<file path="src/rtl/song_format_pkg.sv">
// Song word format shared by the song recorder and song reader.
// Build option: SONG_RECORDER_GAP_REST_EN (defined = gaps between notes are recorded as rests).
package song_format_pkg;

    localparam int TYPE_BIT   = 15;
    localparam int NOTE_MSB   = 14;
    localparam int NOTE_LSB   = 9;
    localparam int DUR_MSB    = 8;
    localparam int DUR_LSB    = 3;

    localparam logic WORD_NOTE = 1'b0;
    localparam logic WORD_WAIT = 1'b1;

    localparam logic [15:0] END_WORD = 16'h0000;
    localparam int          SONG_WORDS = 32;

    typedef enum logic [2:0] {
        ST_IDLE,
        ST_ARMED,
        ST_HELD,
        ST_GAP,
        ST_WR_NOTE,
        ST_WR_WAIT,
        ST_WR_REST,
        ST_TERM
    } rec_state_t;

    // Pack a type bit, note and duration into one song word; the low bits stay zero.
    function automatic logic [15:0] make_word(input logic word_type,
                                              input logic [5:0] note,
                                              input logic [5:0] dur);
        logic [15:0] w;
        w = 16'h0000;
        w[TYPE_BIT]          = word_type;
        w[NOTE_MSB:NOTE_LSB] = note;
        w[DUR_MSB:DUR_LSB]   = dur;
        return w;
    endfunction

endpackage

</file>
<file path="src/rtl/beat_interval_counter.sv">
// Saturating beat counter for the interval being timed, plus key_down edge detection.
// Build option: SONG_RECORDER_GAP_REST_EN (no effect on this block).
module beat_interval_counter #(
    parameter int MAX_DUR = 63
) (
    input  logic       clk,
    input  logic       reset,
    input  logic       beat,
    input  logic       clear,
    input  logic       key_down,
    output logic [5:0] interval,
    output logic       key_rise,
    output logic       key_fall
);

    localparam logic [5:0] MAX_V = 6'(MAX_DUR);

    logic [5:0] cnt_q, cnt_d;
    logic       key_q, key_d;

    // Interval length including a beat arriving this cycle, then the next counter value.
    always_comb begin
        interval = cnt_q;
        if (beat) begin
            interval = (cnt_q >= MAX_V) ? MAX_V : cnt_q + 6'd1;
        end
        cnt_d    = clear ? 6'd0 : interval;
        key_d    = key_down;
        key_rise = key_down & ~key_q;
        key_fall = ~key_down & key_q;
    end

    // Counter and previous key level registers.
    always_ff @(posedge clk) begin
        if (reset) begin
            cnt_q <= 6'd0;
            key_q <= 1'b0;
        end else begin
            cnt_q <= cnt_d;
            key_q <= key_d;
        end
    end

endmodule

</file>
<file path="src/rtl/song_recorder.sv">
// Captures monophonic key presses and writes them as song words into the selected song slot.
// Build option: SONG_RECORDER_GAP_REST_EN (defined = silent gaps between notes become rest words).
module song_recorder
    import song_format_pkg::*;
#(
    parameter int INDEX_WIDTH = 5,
    parameter int MAX_DUR     = 63
) (
    input  logic                     clk,
    input  logic                     reset,
    input  logic                     beat,
    input  logic                     play,
    input  logic                     record_button,
    input  logic [1:0]               song,
    input  logic                     key_down,
    input  logic [5:0]               key_note,
    output logic                     wr_en,
    output logic [2+INDEX_WIDTH-1:0] wr_addr,
    output logic [15:0]              wr_data,
    output logic                     recording,
    output logic                     record_done,
    output logic                     overflow
);

    // The last slot index is kept for the terminator, so a note+wait pair must start below LAST_IDX-1.
    localparam logic [INDEX_WIDTH-1:0] LAST_IDX   = '1;
    localparam logic [INDEX_WIDTH-1:0] PAIR_LIMIT = LAST_IDX - {{(INDEX_WIDTH-1){1'b0}}, 1'b1};
    localparam logic [INDEX_WIDTH-1:0] IDX_ONE    = {{(INDEX_WIDTH-1){1'b0}}, 1'b1};

    rec_state_t               state_q, state_d;
    logic [1:0]               slot_q, slot_d;
    logic [INDEX_WIDTH-1:0]   index_q, index_d;
    logic [5:0]               note_q, note_d;
    logic [5:0]               dur_q, dur_d;
    logic                     stop_q, stop_d;
    logic                     overflow_q, overflow_d;
    logic                     recording_q, recording_d;
    logic                     record_done_q, record_done_d;
    logic                     wr_en_q, wr_en_d;
    logic [2+INDEX_WIDTH-1:0] wr_addr_q, wr_addr_d;
    logic [15:0]              wr_data_q, wr_data_d;

    logic       cnt_clear;
    logic [5:0] interval;
    logic       key_rise;
    logic       key_fall;
    logic       btn;

    beat_interval_counter #(
        .MAX_DUR (MAX_DUR)
    ) u_counter (
        .clk      (clk),
        .reset    (reset),
        .beat     (beat),
        .clear    (cnt_clear),
        .key_down (key_down),
        .interval (interval),
        .key_rise (key_rise),
        .key_fall (key_fall)
    );

    // Next-state logic: the counter only runs while timing a held note or a gap.
    always_comb begin
        state_d       = state_q;
        slot_d        = slot_q;
        index_d       = index_q;
        note_d        = note_q;
        dur_d         = dur_q;
        stop_d        = stop_q;
        overflow_d    = overflow_q;
        recording_d   = recording_q;
        record_done_d = 1'b0;
        wr_en_d       = 1'b0;
        wr_addr_d     = wr_addr_q;
        wr_data_d     = wr_data_q;
        cnt_clear     = 1'b1;
        btn           = record_button & ~play;

        case (state_q)
            ST_IDLE: begin
                if (btn) begin
                    slot_d      = song;
                    index_d     = '0;
                    overflow_d  = 1'b0;
                    stop_d      = 1'b0;
                    recording_d = 1'b1;
                    state_d     = ST_ARMED;
                end
            end

            ST_ARMED: begin
                if (btn) begin
                    state_d = ST_TERM;
                end else if (key_rise) begin
                    note_d  = key_note;
                    state_d = ST_HELD;
                end
            end

            ST_HELD: begin
                cnt_clear = 1'b0;
                if (btn || key_fall) begin
                    dur_d   = (interval == 6'd0) ? 6'd1 : interval;
                    stop_d  = btn;
                    state_d = ST_WR_NOTE;
                end
            end

            ST_WR_NOTE: begin
                if (btn) begin
                    stop_d = 1'b1;
                end
                if (index_q >= PAIR_LIMIT) begin
                    overflow_d = 1'b1;
                    state_d    = ST_TERM;
                end else begin
                    wr_en_d   = 1'b1;
                    wr_addr_d = {slot_q, index_q};
                    wr_data_d = make_word(WORD_NOTE, note_q, dur_q);
                    index_d   = index_q + IDX_ONE;
                    state_d   = ST_WR_WAIT;
                end
            end

            ST_WR_WAIT: begin
                wr_en_d   = 1'b1;
                wr_addr_d = {slot_q, index_q};
                wr_data_d = make_word(WORD_WAIT, 6'd0, dur_q);
                index_d   = index_q + IDX_ONE;
                state_d   = (stop_q || btn) ? ST_TERM : ST_GAP;
            end

            ST_GAP: begin
                cnt_clear = 1'b0;
                if (btn) begin
                    state_d = ST_TERM;
                end else if (key_rise) begin
                    note_d    = key_note;
                    cnt_clear = 1'b1;
`ifdef SONG_RECORDER_GAP_REST_EN
                    if (interval != 6'd0) begin
                        dur_d   = interval;
                        state_d = ST_WR_REST;
                    end else begin
                        state_d = ST_HELD;
                    end
`else
                    state_d = ST_HELD;
`endif
                end
            end

`ifdef SONG_RECORDER_GAP_REST_EN
            ST_WR_REST: begin
                if (index_q == LAST_IDX) begin
                    overflow_d = 1'b1;
                    state_d    = ST_TERM;
                end else begin
                    wr_en_d   = 1'b1;
                    wr_addr_d = {slot_q, index_q};
                    wr_data_d = make_word(WORD_WAIT, 6'd0, dur_q);
                    index_d   = index_q + IDX_ONE;
                    state_d   = (stop_q || btn) ? ST_TERM : ST_HELD;
                end
            end
`endif

            ST_TERM: begin
                wr_en_d       = 1'b1;
                wr_addr_d     = {slot_q, index_q};
                wr_data_d     = END_WORD;
                record_done_d = 1'b1;
                recording_d   = 1'b0;
                stop_d        = 1'b0;
                state_d       = ST_IDLE;
            end

            default: begin
                state_d = ST_IDLE;
            end
        endcase
    end

    // Recorder state and registered outputs; reset abandons any partial song.
    always_ff @(posedge clk) begin
        if (reset) begin
            state_q       <= ST_IDLE;
            slot_q        <= 2'd0;
            index_q       <= '0;
            note_q        <= 6'd0;
            dur_q         <= 6'd0;
            stop_q        <= 1'b0;
            overflow_q    <= 1'b0;
            recording_q   <= 1'b0;
            record_done_q <= 1'b0;
            wr_en_q       <= 1'b0;
            wr_addr_q     <= '0;
            wr_data_q     <= 16'h0000;
        end else begin
            state_q       <= state_d;
            slot_q        <= slot_d;
            index_q       <= index_d;
            note_q        <= note_d;
            dur_q         <= dur_d;
            stop_q        <= stop_d;
            overflow_q    <= overflow_d;
            recording_q   <= recording_d;
            record_done_q <= record_done_d;
            wr_en_q       <= wr_en_d;
            wr_addr_q     <= wr_addr_d;
            wr_data_q     <= wr_data_d;
        end
    end

    assign wr_en       = wr_en_q;
    assign wr_addr     = wr_addr_q;
    assign wr_data     = wr_data_q;
    assign recording   = recording_q;
    assign record_done = record_done_q;
    assign overflow    = overflow_q;

endmodule
</file>
<file path="config.mk">
export PLATFORM = sky130hd
export DESIGN_NAME = song_recorder
export DESIGN_NICKNAME = d
export VERILOG_FILES = /design/src/rtl/song_format_pkg.sv /design/src/rtl/beat_interval_counter.sv /design/src/rtl/song_recorder.sv
export SDC_FILE = /design/constraint.sdc
export NUM_CORES = 1
export LEC_CHECK = 0
export ABC_AREA = 1
export ABC_CLOCK_PERIOD_IN_PS = 1900
export CORE_ASPECT_RATIO = 0.5
export CORE_UTILIZATION = 25
export DETAILED_ROUTE_END_ITERATION = 12
export PLACE_DENSITY_LB_ADDON = 0.12
export SYNTH_ARGS = -nofsm -noshare
export SYNTH_HDL_FRONTEND = slang
export SYNTH_HIERARCHICAL = 1
export SYNTH_SLANG_ARGS = --single-unit
</file>
<file path="constraint.sdc">
create_clock -name clk -period 1.9 [get_ports clk]
set_clock_uncertainty 0.1 [all_clocks]
set_input_delay 0.285 -clock clk [delete_from_list [all_inputs] [get_ports clk]]
set_output_delay 0.285 -clock clk [all_outputs]
set_load 0.03 [all_outputs]
</file>
# After elaboration in Yosys (flattened, before gate mapping)
# Cells that the tools add are included.
# word_totals
out_inout_bits,27
wordCells,90
inputBits,14
register_bits,57
# op_classes
n_eq_ne,12
add_sub_neg,2
reduce_logical,23
mux,30
order_cmp,2
n_bitwise,7
# op_table
operator,count
16-bit case mux with 3 select lines,1
6-bit two-way mux,3
16-bit two-way mux,1
3-bit two-way mux,5
3-bit case mux with 5 select lines,1
5-bit case mux with 3 select lines,1
7-bit case mux with 2 select lines,1
3-bit AND reduction,4
5-bit two-way mux,2
2-bit != test (second input constant),5
2-bit AND reduction,5
3-bit == test (second input constant),3
1-bit two-way mux,8
1-bit case mux with 2 select lines,4
7-bit two-way mux,1
6-bit by 1-bit adder with 6-bit output (second input constant),1
3-bit by 2-bit == test with 1-bit output (second input constant),2
6-bit greater-or-equal comparator (second input constant),1
6-bit logical NOT,1
2-bit nonzero test,3
3-bit nonzero test,2
2-bit OR reduction,3
5-bit by 1-bit adder with 5-bit output (second input constant),1
5-bit greater-or-equal comparator (second input constant),1
10 further kinds,16

# Depth between registers and ports, before layout
# Gate-level depths: netlist of the first run.
# depth
depth_word,6
depth_mapped,10
mapped_depth_nobuf,10

# Modules after synthesis
# The synthesis of the first run kept the hierarchy.
# by_module_without_submodules
mod,n_inst,area_per_inst_um2,cells_per_inst,seq_area_each_um2
song_recorder,1,2026.9,292,940.9
beat_interval_counter,1,376.6,54,140.1

# Worst setup path before layout of the first run
# Ideal clock, no wire load.
# synth_timing
kind,reg2reg
startpoint,reg index_q[0]
endpoint,"reg wr_addr_q[5], in the netlist wr_addr[5]"
arrival_ns,1.326
period_less_slack_ns,1.542
slack_ns,0.358
path_buffers,2
required_ns,1.684
setup_ns,0.116
path_stages_with_launch,11
cell_sequence,dfxtp_1 inv_1 ha_1 nor2_1 nor2_1 nand2_1 nand2_1 buf_6 buf_6 o21ai_0 nor2_1
# synth_between
elab_chain_len,3
# synth_lines
element,line_no,rtl
start: declaration,song_recorder.sv:32,"logic [INDEX_WIDTH-1:0] index_q, index_d;"
start signal: assignment,song_recorder.sv:202,index_q <= index_d;
5-bit greater-or-equal comparator,song_recorder.sv:113,if (index_q >= PAIR_LIMIT) begin
2-bit != test (no source line),--,
2-bit AND reduction (no source line),--,
end signal: assignment,song_recorder.sv:210,wr_addr_q <= wr_addr_d;
end: declaration,song_recorder.sv:40,"logic [2+INDEX_WIDTH-1:0] wr_addr_q, wr_addr_d;"
# No other way between the ends.
# A chain may end at the register's enable or synchronous reset.

# Worst setup path in the final report of the first run
# layout_timing
startpoint,"reg overflow_q, in the netlist overflow"
endpoint,out overflow
# layout_lines
element,line_no,rtl
start: declaration,song_recorder.sv:36,"logic overflow_q, overflow_d;"
start signal: assignment,song_recorder.sv:206,overflow_q <= overflow_d;
end: declaration,song_recorder.sv:22,output logic overflow
# No word-level cell between the ends.

==> flow_summary.json, run 1 <==
{
  "status": "finished, final reports clean",
  "cts_buffers": 5,
  "fmax_mhz": 588.5,
  "fin_tns_setup_ns": 0,
  "grt_pass1_wl_mm": 9.763,
  "core_area_mm2": 0.009009,
  "drt_drc_violations_left": 0,
  "area_growth_syn_to_layout_pct": 30.87,
  "critical-path-top-delay-family": "buffers and inverters",
  "synthArstFlopShare_pct": 0,
  "hp-class": "reg2reg",
  "die_x_um": 140.7,
  "comb_power_share_pct": 21.6,
  "hold_depth": 2,
  "synth-seq-cells": 54,
  "syn_avg_cell_area_um2": 6.947,
  "min_period_over_period_pct": 89.43,
  "dp.final_hpwl_mm": 4.155,
  "synth_top_cell_by_area": "dfxtp_1",
  "cts.htree.levels": 2,
  "hold_viol_final": 0,
  "synth_most_common_cell": "nor2_1",
  "path_buf_inv": 1,
  "crit_chain": "clkdlybuf4s50_1",
  "worstHoldStart": "note_q[5]",
  "power_frac_seq_pct": 46.4,
  "clk_pin_slew_ns": 0.07,
  "clock_latency_ns": 0.29,
  "placed_cells": 507,
  "maxCapViolations": 0,
  "power_uw": 2733,
  "nFillCells": 990,
  "vias": 2196,
  "hold_end": "note_q[5]",
  "first_pass_iters": 4,
  "min_period_ns": 1.699,
  "ys_seq_area_share_pct": 44.98,
  "num_rows": 24,
  "drive_gt1_share_pct": 8.543,
  "drtAntennaViolNets": 0,
  "clkPwrFrac_pct": 32.0,
  "power.density_mw_per_mm2": 868.8,
  "reg2reg_to": "wr_data[11]",
  "netlist_top_cells_count": "76 x nor2_1, 66 x nand2_1, 54 x dfxtp_1, 42 x inv_1, 31 x o21ai_0",
  "p_int_uw": 1942,
  "io_pins": 41,
  "final_area_mm2": 0.003146,
  "critPathSlowestCell": "clkdlybuf4s50_1",
  "rsz0062_at_grt": "false",
  "synthFlopType": "dfxtp_1",
  "root_buffer": "clkbuf_16",
  "place.gp.congestion": 0.8447,
  "placed_area_mm2": 0.002987,
  "critPathLaunchType": "register",
  "drv_slew": 0,
  "diodes": 0,
  "tritoncts": "yes",
  "post_drt_wl_per_cell_um": 10.62,
  "sw_frac_of_total_pct": 28.92,
  "start_util_pct": 26.68,
  "die-area_mm2": 0.01003,
  "yosysWarnings": 6,
  "grt_max_degree": 20,
  "p_leak_uw": 0.001315,
  "crit_type": "reg2out",
  "layout.nets": 415,
  "synth.area.top_cells": "dfxtp_1 45%, nor2_1 12%, nand2_1 10%, inv_1 6.6%, o21ai_0 6.5%",
  "r2r_cells": 9,
  "grt_antenna_before_repair": 0,
  "r2r_start": "index_q[1]",
  "syn_area_mm2": 0.002404,
  "synth_top_area_share_pct": 44.98,
  "setup_viol": 0,
  "switchingPower_uw": 790.2,
  "grt_pass1_vias": 2101,
  "cts.hold.buffers_added": 0,
  "r2r_setup_slack_ns": 0.21,
  "cts_buffer_depth": 2,
  "vias_per_cell": 4.264,
  "fin_util_pct": 34.92,
  "grtUsageTotal_pct": 12.27,
  "arrival_ns": 1.31,
  "max_stage_delay_ns": 0.67,
  "synth_edf_count": 0,
  "cts.sinks": 54,
  "drtIter0Drc": 83,
  "endpoint_kind": "output pin",
  "peakVddDrop_mv": 0.3413,
  "crit_fanout": 2,
  "drt-total-wl_mm": 5.470,
  "portBuffers": 37,
  "synth_cells": 346,
  "crit_cells": 1,
  "cp_data_required_time_ns": 1.51,
  "yosysUniqueCellTypes": 28,
  "grt_overflow_total": 0,
  "dieHeight_um": 71.34,
  "finalNonFillerCells": 515
}
kinds of logic (layout without fill, tap and decap cells):
kind of cell / count (synthesis) / count (layout) / synth area share, %
AOI/OAI and AO/OA: 60 / 60 / 12.86
DFF: 54 / 54 / 44.98
and+or+nand+nor: 171 / 171 / 29.57
xor gates and xnor gates: 2 / 2 / 0.7289
other: 1 / 3 / 0.1560
buffers and inverters: 55 / 105 / 10.15
adders and majority gates: 3 / 3 / 1.562
cell type report:
type / count / area (µm²) / area share [%]
Clock buffer: 7 / 132.6 / 4.216
Inverter: 43 / 166.4 / 5.290
Multi-Input combinational cell: 239 / 1089 / 34.61
Sequential cell: 54 / 1081 / 34.37
Tap cell: 117 / 146.4 / 4.654
Timing Repair Buffer: 55 / 530.5 / 16.87
timing repair:
action / CTS / global route
setup buffers: 0 / 1
gates resized for setup: 0 / 3
endpoints found under the setup margin: 0 / 13
registers in the layout, indices dropped and copies added, names as in the netlist:
signal / flops
note_q: 6
slot_q: 2
wr_en: 1
recording: 1
dur_q: 6
u_counter/cnt_q: 6
state_q: 3
record_done: 1
wr_data: 13
wr_addr: 7
stop_q: 1
u_counter/key_q: 1
index_q: 5
overflow: 1
worst max-delay path by stage:
stage / start / endpoint / slack [ns]
floorplan: index_q[0] / wr_addr[5] / 0.36
global placement: beat / dur_q[0] / 0.08
detailed placement: beat / dur_q[0] / 0.01
CTS: index_q[0] / wr_data[5] / 0.02
global route: index_q[0] / wr_addr[0] / 0.03
finish: overflow / overflow / 0.20
routing by layer:
metal / vias up / part of all wire (%) / global-route usage [%]
li1: 1176 / - / -
met2: 26 / 43 / 19.62
met5: - / 0 / 0
met3: 5 / 3.5 / 3.610
met4: 0 / 0.60 / 2.899
met1: 989 / 53 / 16.39
layout by cell type, fill, tap and decap left out, drive strengths merged:
| master | n |
|---|---|
| nor2 | 78 |
| nand2 | 69 |
| dfxtp | 54 |
| inv | 41 |
| clkdlybuf4s50 | 37 |
| o21ai | 33 |
| a21oi | 23 |
| nand3 | 19 |
| buf | 18 |
| clkbuf | 7 |
| nand4 | 3 |
| ha | 3 |
| conb | 3 |
| o21bai | 1 |
| nor3 | 1 |
| a21o | 1 |
| nand3b | 1 |
| o211ai | 1 |
| clkinvlp | 1 |
| o22ai | 1 |
| clkinv | 1 |
| xor2 | 1 |
| xnor2 | 1 |
stage by stage:
stage          setup WS [ns]  hold WS, ns
6_report              0.2007       0.3431
5_1_grt              0.03277       0.3796
4_1_cts              0.02189       0.3478
3_5_place_dp         0.01354       0.3376
3_3_place_gp         0.07926       0.3305
2_1_floorplan         0.3578       0.2541
power groups by stage:
stage | registers (µW) | logic, µW | clock network [µW]
after floorplan | 1370 | 292 | 0
after global placement | 1290 | 584 | 0
after detailed placement | 1290 | 585 | 0
after CTS | 1270 | 586 | 915
after global routing | 1280 | 668 | 963
final | 1270 | 591 | 874
No activity file was read; power rests on OpenSTA's default activity.
==> inputs of run 2 (changes only) <==
--- a/config.mk
+++ b/config.mk
@@ -8,8 +8,9 @@
 export ABC_AREA = 1
 export ABC_CLOCK_PERIOD_IN_PS = 1900
 export CORE_ASPECT_RATIO = 0.5
-export CORE_UTILIZATION = 25
+export CORE_UTILIZATION = 40
 export DETAILED_ROUTE_END_ITERATION = 12
+export GPL_TIMING_DRIVEN = 0
 export PLACE_DENSITY_LB_ADDON = 0.12
 export SYNTH_ARGS = -nofsm -noshare
 export SYNTH_HDL_FRONTEND = slang
==> flow_summary.json, run 2 (same netlist as run 1, synthesis figures left out) <==
{
  "die-area_mm2": 0.006342,
  "grt_max_degree": 16,
  "grt_antenna_before_repair": 0,
  "min_period_over_period_pct": 90.49,
  "diodes": 0,
  "core_area_mm2": 0.005634,
  "clk_pin_slew_ns": 0.07,
  "crit_fanout": 10,
  "num_rows": 19,
  "setup_viol": 0,
  "power_frac_seq_pct": 44.2,
  "hold_viol_final": 0,
  "cts_buffers": 5,
  "grt_pass1_vias": 1969,
  "cts_buffer_depth": 2,
  "first_pass_iters": 8,
  "cp_data_required_time_ns": 1.99,
  "min_period_ns": 1.719,
  "status": "finished, violations left",
  "endpoint_kind": "register",
  "dp.final_hpwl_mm": 3.857,
  "clkPwrFrac_pct": 36.0,
  "drv_slew": 0,
  "rsz0062_at_grt": "false",
  "power.density_mw_per_mm2": 939.1,
  "vias_per_cell": 4.735,
  "place.gp.congestion": 0.8825,
  "maxCapViolations": 0,
  "post_drt_wl_per_cell_um": 11.11,
  "drt-total-wl_mm": 5.165,
  "drt_drc_violations_left": 1,
  "vias": 2202,
  "largest_reg_flops": 13,
  "clock_latency_ns": 0.29,
  "io_pins": 41,
  "layout_common_cells": "76 x nor2_1, 65 x nand2_1, 54 x dfxtp_1",
  "drtIter0Drc": 76,
  "crit_type": "reg2reg",
  "violations": "DRC",
  "arrival_ns": 1.80,
  "drtAntennaViolNets": 0,
  "dieHeight_um": 56.82,
  "placed_area_mm2": 0.002873,
  "p_leak_uw": 0.001306,
  "comb_power_share_pct": 19.8,
  "root_buffer": "clkbuf_16",
  "area_growth_syn_to_layout_pct": 26.91,
  "grt_overflow_total": 0,
  "start_util_pct": 42.66,
  "layout.nets": 409,
  "p_int_uw": 2090,
  "grt_pass1_wl_mm": 8.811,
  "switchingPower_uw": 775.0,
  "tritoncts": "yes",
  "critPathLaunchType": "register",
  "hp-class": "reg2reg",
  "portBuffers": 37,
  "cts.htree.levels": 2,
  "grtUsageTotal_pct": 17.90,
  "sw_frac_of_total_pct": 27.05,
  "cts.hold.buffers_added": 0,
  "peakVddDrop_mv": 0.3942,
  "fmax_mhz": 581.6,
  "fin_util_pct": 54.14,
  "cts.sinks": 54,
  "layout_commonest_cell": "nor2_1",
  "die_x_um": 111.6,
  "final_area_mm2": 0.003050,
  "drive_gt1_share_pct": 6.888
}
run 2: cell types whose count changed in the layout (fill, tap and decap cells not counted), sizes merged:
cell | previous run | this run
buf | 18 | 9
dlymetal6s2s | 0 | 1
bufinv | 0 | 1
clkbuf | 7 | 9
inv | 41 | 42
clkinvlp | 1 | 0
clkdlybuf4s50 | 37 | 36
run 2: path summary, 6_finish.rpt:
path / from / to / slack, ns / depth (start not counted)
worst max register to register: index_q[0] / wr_addr[3] / 0.18 / 10
worst min register to register: note_q[2] / note_q[2] / 0.35 / 2
worst max-delay path: index_q[0] / wr_addr[3] / 0.18 / 10
worst min-delay path: note_q[2] / note_q[2] / 0.35 / 2
run 2: worst max-delay path: stages (launching register included):
cell	delay, ns
dfxtp_1	0.37
inv_1	0.09
ha_1	0.19
nor2_1	0.10
nor2_1	0.07
nand2_2	0.09
nand2_1	0.10
buf_6	0.16
buf_6	0.15
o21ai_0	0.15
nor2_1	0.05
run 2: what timing repair did:
action                                  CTS  global route
endpoints found under the hold margin     0             0
buffers inserted                          0             0
resized for setup                         0             3
endpoints found under the setup margin    0             7
run 2: power groups by stage:
stage | combinational, µW | sequential [µW] | clock, µW
3_5_place_dp | 566 | 1290 | 0
6_report | 567 | 1270 | 1030
4_1_cts | 568 | 1270 | 1070
3_3_place_gp | 558 | 1290 | 0
5_1_grt | 632 | 1280 | 1100
2_1_floorplan | 292 | 1370 | 0
run 2: final cells by class:
cell class	instances	area [µm²]
multi-input cells	239	1092
clock inverters	1	30.03
repair buffers	37	372.9
clock buffers	6	138.9
flip-flops and latches	54	1081
plain buffers	12	81.33
well taps	73	91.34
fillers	549	2584
inverters	43	162.7
run 2: per-stage QoR:
step	cells	setup WS, ns	total power [µW]	hold WS, ns	TNS (ns)
final	465	0.1806	2865	0.3543	0
after global routing	465	0.01598	3010	0.3737	0
after CTS	465	0.1054	2900	0.3546	0
after detailed placement	458	-0.1997	1859	0.3427	-1.783
after global placement	458	-0.1785	1847	0.3349	-1.322
after floorplan	348	0.3578	1667	0.2541	0
run 2: routing by layer:
layer	track usage (%)	part of all wire (%)	up-vias
met3	5.400	4.4	9
met5	0	0	-
met4	8.108	2.0	0
met1	21.94	49	981
li1	-	-	1171
met2	29.19	45	41
==> inputs of run 3 (changes only) <==
--- a/config.mk
+++ b/config.mk
@@ -11,7 +11,7 @@
 export CORE_UTILIZATION = 40
 export DETAILED_ROUTE_END_ITERATION = 12
 export GPL_TIMING_DRIVEN = 0
-export PLACE_DENSITY_LB_ADDON = 0.12
+export PLACE_DENSITY = 0.7
 export SYNTH_ARGS = -nofsm -noshare
 export SYNTH_HDL_FRONTEND = slang
 export SYNTH_HIERARCHICAL = 1
==> flow_summary.json, run 3 (same netlist as run 1, synthesis figures left out) <==
{
  "status": "finished, violations left",
  "violations": "DRC",
  "cts_buffer_depth": 2,
  "drv_slew": 0,
  "vias_per_cell": 4.730,
  "layout_commonest_cell": "nor2_1",
  "vias": 2204,
  "r2r_setup_slack_ns": 0.15,
  "worstHoldStart": "note_q[2]",
  "dieHeight_um": 56.82,
  "crit_fanout": 10,
  "num_rows": 19,
  "drt-total-wl_mm": 5.189,
  "grt_pass1_vias": 2003,
  "crit_type": "reg2reg",
  "hold_depth": 2,
  "grt_overflow_total": 0,
  "dr_wl_met3_um": 237,
  "endpoint_kind": "register",
  "cts_buffers": 5,
  "nFillCells": 545,
  "power_uw": 2839,
  "clk_pin_slew_ns": 0.07,
  "cts.hold.buffers_added": 0,
  "die_x_um": 111.6,
  "grt_max_degree": 17,
  "cp_data_required_time_ns": 1.98,
  "io_pins": 41,
  "arrival_ns": 1.83,
  "start_util_pct": 42.66,
  "portBuffers": 37,
  "setup_slack_ns": 0.1488,
  "finalNonFillerCells": 466,
  "power.density_mw_per_mm2": 931.3,
  "placed_cells": 458,
  "root_buffer": "clkbuf_16",
  "rsz0062_at_grt": "false",
  "cts.htree.levels": 2,
  "grt_pass1_wl_mm": 8.680,
  "drtAntennaViolNets": 0,
  "wl_met2_mm": 2.286,
  "wl_met1_mm": 2.630,
  "setup_viol": 0,
  "drt_drc_violations_left": 8,
  "pre_cts_ws_ns": -0.2046,
  "layout_common_cells": "75 x nor2_1, 66 x nand2_1, 53 x dfxtp_1",
  "place.gp.congestion": 0.9337,
  "cts.sinks": 54,
  "hp-class": "reg2reg",
  "largest_reg_flops": 13,
  "grtUsageTotal_pct": 17.40,
  "critPathMostFrequentCell": "nor2_1",
  "first_pass_iters": 8,
  "reg2reg_to": "wr_addr[5]",
  "diodes": 0,
  "r2r_cells": 10,
  "grt_antenna_before_repair": 0,
  "post_drt_wl_per_cell_um": 11.14,
  "dp.final_hpwl_mm": 3.923,
  "maxCapViolations": 0,
  "critPathLaunchType": "register",
  "peakVddDrop_mv": 0.3558,
  "crit_chain": "inv_1, ha_1, nor2_1, nor2_1, nand2_1, nand2_1, buf_6, buf_6, o21ai_0, nor2_1",
  "r2r_start": "index_q[0]",
  "fmax_mhz": 571.0,
  "hold_end": "note_q[2]",
  "hold_viol_final": 0,
  "tritoncts": "yes",
  "critPathSlowestCell": "dfxtp_2",
  "area_growth_syn_to_layout_pct": 26.81,
  "min_period_ns": 1.751,
  "clock_latency_ns": 0.29,
  "fin_tns_setup_ns": 0,
  "p_leak_uw": 0.001306,
  "core_area_mm2": 0.005634,
  "max_stage_delay_ns": 0.35,
  "drive_gt1_share_pct": 7.379,
  "top_layer": "met4",
  "fin_util_pct": 54.10,
  "layout.nets": 409,
  "drtIter0Drc": 107,
  "min_period_over_period_pct": 92.17,
  "die-area_mm2": 0.006342
}
run 3: cell types whose count changed in the layout (fill, tap and decap cells not counted), sizes merged:
cell    change
clkinv      +2
clkbuf      -1
run 3: how the worst max path moves through the flow:
stage	start	end	slack, ns	cells after the start
finish	index_q[0]	wr_addr[5]	0.15	10
global route	index_q[0]	wr_addr[5]	0.04	10
CTS	record_button	dur_q[0]	0.09	7
detailed placement	record_button	dur_q[0]	-0.20	7
global placement	record_button	dur_q[0]	-0.16	7
floorplan	index_q[0]	wr_addr[5]	0.36	10
run 3: power breakdown:
| part | internal [µW] | switching [µW] |
|---|---|---|
| Combinational | 224 | 346 |
| Clock | 617 | 384 |
| Sequential | 1220 | 50.8 |
| Total | 2060 | 781 |
run 3: cell type report:
cell class | count | area (µm²) | area share (%)
multi-input combinational | 239 | 1092 | 35.84
sequential | 54 | 1082 | 35.51
timing repair buffer | 37 | 372.9 | 12.23
inverter | 43 | 162.7 | 5.337
clock buffer | 5 | 125.1 | 4.105
tap | 73 | 91.34 | 2.997
buffer | 12 | 81.33 | 2.668
clock inverter | 3 | 40.04 | 1.314
run 3: layer usage:
metal  global-route usage, %  vias to the layer above
met1                   21.80                      984
li1                        -                     1170
met5                       0                        -
met4                   5.985                        0
met2                   28.84                       45
met3                   4.968                        5
run 3: per-stage QoR:
step           hold slack, ns  instance area [µm²]
5_1_grt                0.3586                 3048
3_5_place_dp           0.3386                 2873
6_report               0.3497                 3048
4_1_cts                0.3501                 3038
3_3_place_gp           0.3382                 2873
2_1_floorplan          0.2541                 2411
run 3: worst max-delay path, delay by kind of cell, from the launching register on:
kind,cells,cell delay [ns]
and+or+nand+nor,5,0.47
adders and majority gates,1,0.20
AOI/OAI and AO/OA,1,0.15
buffers and inverters,3,0.37
DFF,1,0.35
run 3: what timing repair did:
item	CTS	global route
endpoints found under the setup margin	0	13
resized for setup	0	4
buffers inserted	0	0
